**config.mk**
```make
export PLATFORM = sky130hd
export DESIGN_NAME = fetch_stage
export DESIGN_NICKNAME = d
export VERILOG_FILES = /design/src/rtl/fetch_stage_pkg.sv /design/src/rtl/fetch_hold_buf.sv /design/src/rtl/fetch_stage.sv
export SDC_FILE = /design/constraint.sdc
export NUM_CORES = 1
export LEC_CHECK = 0
export BUFFER_PORTS_ARGS = -buffer_cell sky130_fd_sc_hd__clkbuf_2
export CAP_MARGIN = 30
export CORE_MARGIN = 2
export CORE_UTILIZATION = 45
export CTS_BUF_LIST = sky130_fd_sc_hd__clkbuf_16
export DETAILED_ROUTE_END_ITERATION = 7
export PLACE_DENSITY = 0.71
export SLEW_MARGIN = 0
export SYNTH_ARGS = -nofsm -noshare
export SYNTH_HDL_FRONTEND = slang
export SYNTH_SLANG_ARGS = --single-unit
```
**constraint.sdc**
```tcl
create_clock -name clk -period 2.7 [get_ports clk]
set_input_delay 0.27 -clock clk [delete_from_list [all_inputs] [get_ports clk]]
set_output_delay 0.27 -clock clk [all_outputs]
set_load 0.02 [all_outputs]
```
**src/rtl/fetch_stage_pkg.sv**
```systemverilog
// rtl/fetch_stage_pkg.sv - shared fetch/decode pipeline types and constants
package fetch_stage_pkg;

  localparam int PC_W_DEF    = 64;
  localparam int INSTR_W_DEF = 32;

  localparam logic [INSTR_W_DEF-1:0] NOP_INSTR = 32'h0000_0013;

  typedef enum logic [2:0] {
    ST_IDLE,
    ST_REQ,
    ST_WAIT,
    ST_HOLD,
    ST_DROP
  } fetch_state_e;

  typedef struct packed {
    logic                   valid;
    logic [PC_W_DEF-1:0]    pc;
    logic [INSTR_W_DEF-1:0] instr;
  } ifid_t;

endpackage

```
**src/rtl/fetch_hold_buf.sv**
```systemverilog
// rtl/fetch_hold_buf.sv - one-entry {pc,instr} buffer for a word returned while decode stalls
module fetch_hold_buf
  import fetch_stage_pkg::*;
#(
  parameter int PC_W    = PC_W_DEF,
  parameter int INSTR_W = INSTR_W_DEF
) (
  input  logic               clk,
  input  logic               rst_n,
  input  logic               load,
  input  logic               clear,
  input  logic [PC_W-1:0]    load_pc,
  input  logic [INSTR_W-1:0] load_instr,
  output logic               valid,
  output logic [PC_W-1:0]    pc,
  output logic [INSTR_W-1:0] instr
);

  // clear wins so a redirect can never leave a stale word behind
  always_ff @(posedge clk or negedge rst_n) begin
    if (!rst_n) begin
      valid <= 1'b0;
      pc    <= '0;
      instr <= '0;
    end else if (clear) begin
      valid <= 1'b0;
    end else if (load) begin
      valid <= 1'b1;
      pc    <= load_pc;
      instr <= load_instr;
    end
  end

endmodule

```
**src/rtl/fetch_stage.sv**
```systemverilog
// rtl/fetch_stage.sv - instruction fetch: PC, single-outstanding imem requests, IF/ID register
module fetch_stage
  import fetch_stage_pkg::*;
#(
  parameter int              PC_W     = PC_W_DEF,
  parameter int              INSTR_W  = INSTR_W_DEF,
  parameter logic [PC_W-1:0] RESET_PC = '0
) (
  input  logic               clk,
  input  logic               rst_n,
  output logic               imem_req_valid,
  output logic [PC_W-1:0]    imem_req_addr,
  input  logic               imem_req_ready,
  input  logic               imem_rsp_valid,
  input  logic [INSTR_W-1:0] imem_rsp_data,
  input  logic               stall,
  input  logic               redirect_valid,
  input  logic [PC_W-1:0]    redirect_pc,
  output logic               ifid_valid,
  output logic [PC_W-1:0]    ifid_pc,
  output logic [INSTR_W-1:0] ifid_instr
);

  fetch_state_e       state, state_d;
  logic [PC_W-1:0]    pc, pc_d, req_pc, req_pc_d;
  ifid_t              ifid, ifid_d;
  logic               hold_load, hold_clear, hold_valid;
  logic [PC_W-1:0]    hold_pc;
  logic [INSTR_W-1:0] hold_instr;
  logic               outstanding;

  assign imem_req_valid = (state == ST_REQ);
  assign imem_req_addr  = pc;
  assign ifid_valid     = ifid.valid;
  assign ifid_pc        = ifid.pc;
  assign ifid_instr     = ifid.instr;

  fetch_hold_buf #(
    .PC_W    (PC_W),
    .INSTR_W (INSTR_W)
  ) u_hold (
    .clk        (clk),
    .rst_n      (rst_n),
    .load       (hold_load),
    .clear      (hold_clear),
    .load_pc    (req_pc),
    .load_instr (imem_rsp_data),
    .valid      (hold_valid),
    .pc         (hold_pc),
    .instr      (hold_instr)
  );

  always_comb begin
    state_d     = state;
    pc_d        = pc;
    req_pc_d    = req_pc;
    ifid_d      = ifid;
    hold_load   = 1'b0;
    hold_clear  = 1'b0;
    outstanding = 1'b0;

    // decode consumed the current entry; a delivery below overrides the bubble
    if (!stall) ifid_d.valid = 1'b0;

    unique case (state)
      ST_IDLE: state_d = ST_REQ;
      ST_REQ: begin
        outstanding = imem_req_ready;
        if (imem_req_ready) begin
          req_pc_d = pc;
          pc_d     = pc + PC_W'(4);
          state_d  = ST_WAIT;
        end
      end
      ST_WAIT: begin
        outstanding = !imem_rsp_valid;
        if (imem_rsp_valid) begin
          if (!stall) begin
            ifid_d.valid = 1'b1;
            ifid_d.pc    = req_pc;
            ifid_d.instr = imem_rsp_data;
            state_d      = ST_REQ;
          end else begin
            hold_load = 1'b1;
            state_d   = ST_HOLD;
          end
        end
      end
      ST_HOLD: begin
        if (!stall) begin
          ifid_d.valid = 1'b1;
          ifid_d.pc    = hold_pc;
          ifid_d.instr = hold_instr;
          hold_clear   = 1'b1;
          state_d      = ST_REQ;
        end
      end
      ST_DROP: begin
        outstanding = !imem_rsp_valid;
        if (imem_rsp_valid) state_d = ST_REQ;
      end
      default: state_d = ST_IDLE;
    endcase

    // a request still in flight must have its response swallowed before refetching
    if (redirect_valid) begin
      ifid_d.valid = 1'b0;
      pc_d         = {redirect_pc[PC_W-1:2], 2'b00};
      hold_load    = 1'b0;
      hold_clear   = 1'b1;
      state_d      = outstanding ? ST_DROP : ST_REQ;
    end
  end

  always_ff @(posedge clk or negedge rst_n) begin
    if (!rst_n) begin
      state  <= ST_IDLE;
      pc     <= RESET_PC;
      req_pc <= '0;
      ifid   <= '{valid: 1'b0, pc: '0, instr: NOP_INSTR};
    end else begin
      state  <= state_d;
      pc     <= pc_d;
      req_pc <= req_pc_d;
      ifid   <= ifid_d;
    end
  end

  a_rsp_only_when_pending: assert property (@(posedge clk) disable iff (!rst_n)
    imem_rsp_valid |-> (state == ST_WAIT || state == ST_DROP));

  a_hold_full_in_hold: assert property (@(posedge clk) disable iff (!rst_n)
    (state == ST_HOLD) |-> hold_valid);

endmodule

```
==> impl_metrics.py <==
metrics = {
    "synthesis": {
        "yosysSeqAreaShare": 0.5757,
        "netlist_area_um2": 13790,
        "synth.avg_cell_area_um2": 10.05,
        "synth_cells": 1372,
        "yosys.cell_types.count": 49,
        "synth_enable_flop_cells": 0,
        "synth_flop_cell": "dfrtp_1",
        "warnings_synthesis": 0,
        "synth_async_sr_flop_share": 1.000,
        "ff_latch_count_synth": 317,
    },
    "sta": {
        "drv_slew": 0,
        "max_freq_mhz": 402.8,
        "worst_slew_pin_tran_ps": 697.3,
        "worst_slew_margin_rel": 0.5352,
        "final_min_period_over_clock_period": 0.9194,
        "fin_crit_ps": 2482,
        "setup_viol_count_final": 0,
        "rsz_0062_raised_after_global_routing": "no",
        "finalHoldViolations": 0,
        "final.setup_skew_ps": 27.22,
        "timing.setup.tns_ps": 0,
    },
    "flow_run": {
        "maxCapViolCount": 0,
    },
    "final_layout": {
        "multi_input_area_um2": 5545,
        "ff_latch_area_um2": 7936,
        "mostFrequentLayoutCell": "nand2_1",
        "area_growth_syn_to_layout_pct": 26.35,
        "layout.cells.most_common_list": "444 x nand2_1, 314 x dfrtp_1, 257 x clkbuf_2",
        "num-nets-final": 1793,
        "num-fill-cells": 2566,
        "drive_above_1_share": 0.2680,
        "layout.core_utilization": 0.5739,
    },
    "die": {
        "core_area_um2": 30350,
        "die_x_um": 179.0,
        "dieHeight_um": 179.0,
        "rows": 64,
        "initial_core_util": 0.4542,
        "io_pins": 264,
        "die_outline_area_um2": 32050,
    },
    "clock_tree": {
        "worstSkewPairLatency_ps": 520,
        "ctsHtreeMaxLevel": 2,
        "clockRootBuffer": "clkbuf_16",
        "post_cts_resize_count": 0,
        "cts_tree": "built",
        "clkSlewWorstSetupHoldPaths_ps": 60,
        "cts.path.max_buffers": 3,
        "number_of_buffers_created_by_cts": 35,
        "tritoncts_num_sinks": 317,
    },
    "worst_setup_path": {
        "worst_ep_arrival_time_ps": 2910,
        "crit_path_frequent_cell": "or3_1",
        "crit_fanout": 6,
        "path_class": "flop to flop",
        "cp_slowest_stage_delay_ps": 720,
        "worstReg2RegStart": "imem_req_addr[25]$_DFFE_PN0P_",
        "reg2reg_setup_slack_ps": 220,
        "endpoint_of_the_most_critical_register_to_register_path": "imem_req_addr[59]$_DFFE_PN0P_",
        "slowest_stage": "or4_1",
        "worst_setup_path_start_kind": "flop",
        "cp_cell_sequence": "nand4_1 > or4_1 > or3_1 > or3_1 > a31oi_1",
        "reg2regPathDepth": 5,
        "crit_path_end_kind": "flop",
        "critPathRequiredTime_ps": 3130,
    },
    "route": {
        "drt-vias-per-instance": 5.476,
        "finalWirelength_mm": 38.93,
        "post-route-drc-count": 0,
        "firstDrtPassIters": 6,
        "detailedRoute.firstIterationViolations": 773,
        "routedWlPerCell_um": 18.45,
        "routed-via-count": 11550,
        "final_antenna_net_count": 0,
    },
    "grt": {
        "grt_pass1_wl_mm": 61.04,
        "grt_use_total": 0.2433,
        "grt.overflow.total": 0,
        "antenna_found_initial": 1,
        "first_global_vias": 11140,
        "pin_count_of_the_biggest_net_entering_global_routing": 85,
    },
    "min_path": {
        "hold_path.class": "input pin to flop",
        "hold_path_startpoint": "redirect_pc[52]",
        "worstHoldEndpoint": "imem_req_addr[52]$_DFFE_PN0P_",
        "hold-path-cell-count": 3,
    },
    "placed_design": {
        "post-dp-hpwl_mm": 26.01,
        "gp_congestion": 0.9243,
        "buffer_ports.inserted": 259,
    },
    "pwr": {
        "ir_drop_mv": 0.4700,
        "report.power.total_mw": 16.85,
        "power_per_cell_area_nw_per_um2": 967.5,
        "power.static_leakage_nw": 8.736,
    },
    "status": {
        "run_status": "complete, no violations",
    },
}
final cells by class:
class,instances,share of cell area
flip-flops and latches,317,0.4556
multi-input cells,964,0.3184
repair buffers,364,0.1339
clock buffers,37,0.05316
well taps,396,0.02845
clock inverters,23,0.008620
inverters,8,0.001724
diodes,1,0.0001437
state kept, by name, indices dropped and copies added, names as in the netlist:
| name | count |
|---|---|
| imem_req_addr | 62 |
| u_hold.pc | 62 |
| ifid_valid | 1 |
| u_hold.instr | 32 |
| req_pc | 62 |
| ifid_pc | 63 |
| ifid_instr | 32 |
| state | 3 |
how the worst max path moves through the flow:
stage	start	to	slack, ps	depth (start not counted)
after CTS	imem_req_addr[2]$_DFFE_PN0P_	imem_req_addr[58]$_DFFE_PN0P_	190	6
final	imem_req_addr[25]$_DFFE_PN0P_	imem_req_addr[59]$_DFFE_PN0P_	220	5
after detailed placement	imem_req_addr[23]$_DFFE_PN0P_	imem_req_addr[59]$_DFFE_PN0P_	250	5
after global placement	imem_req_addr[25]$_DFFE_PN0P_	imem_req_addr[59]$_DFFE_PN0P_	320	5
after global routing	imem_req_addr[2]$_DFFE_PN0P_	imem_req_addr[42]$_DFFE_PN0P_	50	6
after floorplan	imem_req_addr[10]$_DFFE_PN0P_	imem_req_addr[59]$_DFFE_PN0P_	340	6
Yosys cell counts, types with 2 or more instances:
master / instances / area share
mux2_2: 96 / 0.078
and3_1: 5 / 0.0023
buf_2: 3 / 0.0011
xor2_1: 26 / 0.017
clkbuf_1: 67 / 0.018
nor4_2: 2 / 0.0018
o211ai_1: 3 / 0.0016
o21ai_0: 61 / 0.022
mux2i_1: 2 / 0.0015
xnor2_1: 12 / 0.0076
dfrtp_1: 314 / 0.57
nor3b_1: 2 / 0.0011
nor2b_1: 2 / 0.00091
a221o_1: 2 / 0.0015
a22oi_1: 96 / 0.052
nand2_1: 444 / 0.12
dfstp_2: 3 / 0.0057
or3_1: 16 / 0.0073
or4_1: 7 / 0.0038
nand4_1: 39 / 0.018
a31oi_1: 16 / 0.0073
buf_4: 3 / 0.0016
nor4b_1: 4 / 0.0025
buf_1: 10 / 0.0027
a21oi_1: 5 / 0.0018
nor3_1: 10 / 0.0036
nand2b_1: 4 / 0.0018
and2_1: 3 / 0.0014
nor4_1: 13 / 0.0059
nand3b_1: 2 / 0.0011
inv_1: 7 / 0.0019
nor2_1: 44 / 0.012
nand3_1: 33 / 0.012
repair_timing:
action                                  CTS  global route
buffers inserted                          0             1
hold endpoints to repair                148             0
hold buffers                             59             0
endpoints found under the setup margin    0             1
metal layers:
metal	up-vias	global-route usage	part of all wire
met5	-	0	0
met4	0	0.08672	0.031
met3	93	0.05259	0.076
met2	435	0.3740	0.46
met1	5660	0.3405	0.44
li1	5366	-	-
power breakdown:
group	switching, mW	internal, mW
Sequential	1.14	6.51
Combinational	2.89	1.79
Clock	1.88	2.65
through the flow:
stage               cells  hold slack, ps  worst slack, ps  cell area, um^2
CTS                  2108           1.119            193.6            17410
floorplan            1373          -25.59            340.9            13790
finish               2110           15.80            217.6            17420
detailed placement   1989           337.7            249.0            15740
global route         2110           9.802            50.10            17420
global placement     1989           341.5            317.7            15740
critical path: cells and delay by family, from the launching register on:
family | cells | cell delay [ps]
flops | 1 | 460
compound gates | 1 | 160
simple gates | 4 | 1760
cells by family (layout without fill, tap and decap cells):
kind of cell               after synthesis  after routing  synth area share
other                                    1              3         0.0002720
buffers and inverters                   92            432           0.02668
adders and majority gates                1              1         0.0009075
muxes                                   98             98           0.07987
DFF                                    317            317            0.5757
and+or+nand+nor                        635            635            0.2019
xor gates and xnor gates                38             38           0.02414
AOI/OAI and AO/OA                      190            190           0.09058
No activity file was read; power rests on OpenSTA's default activity.
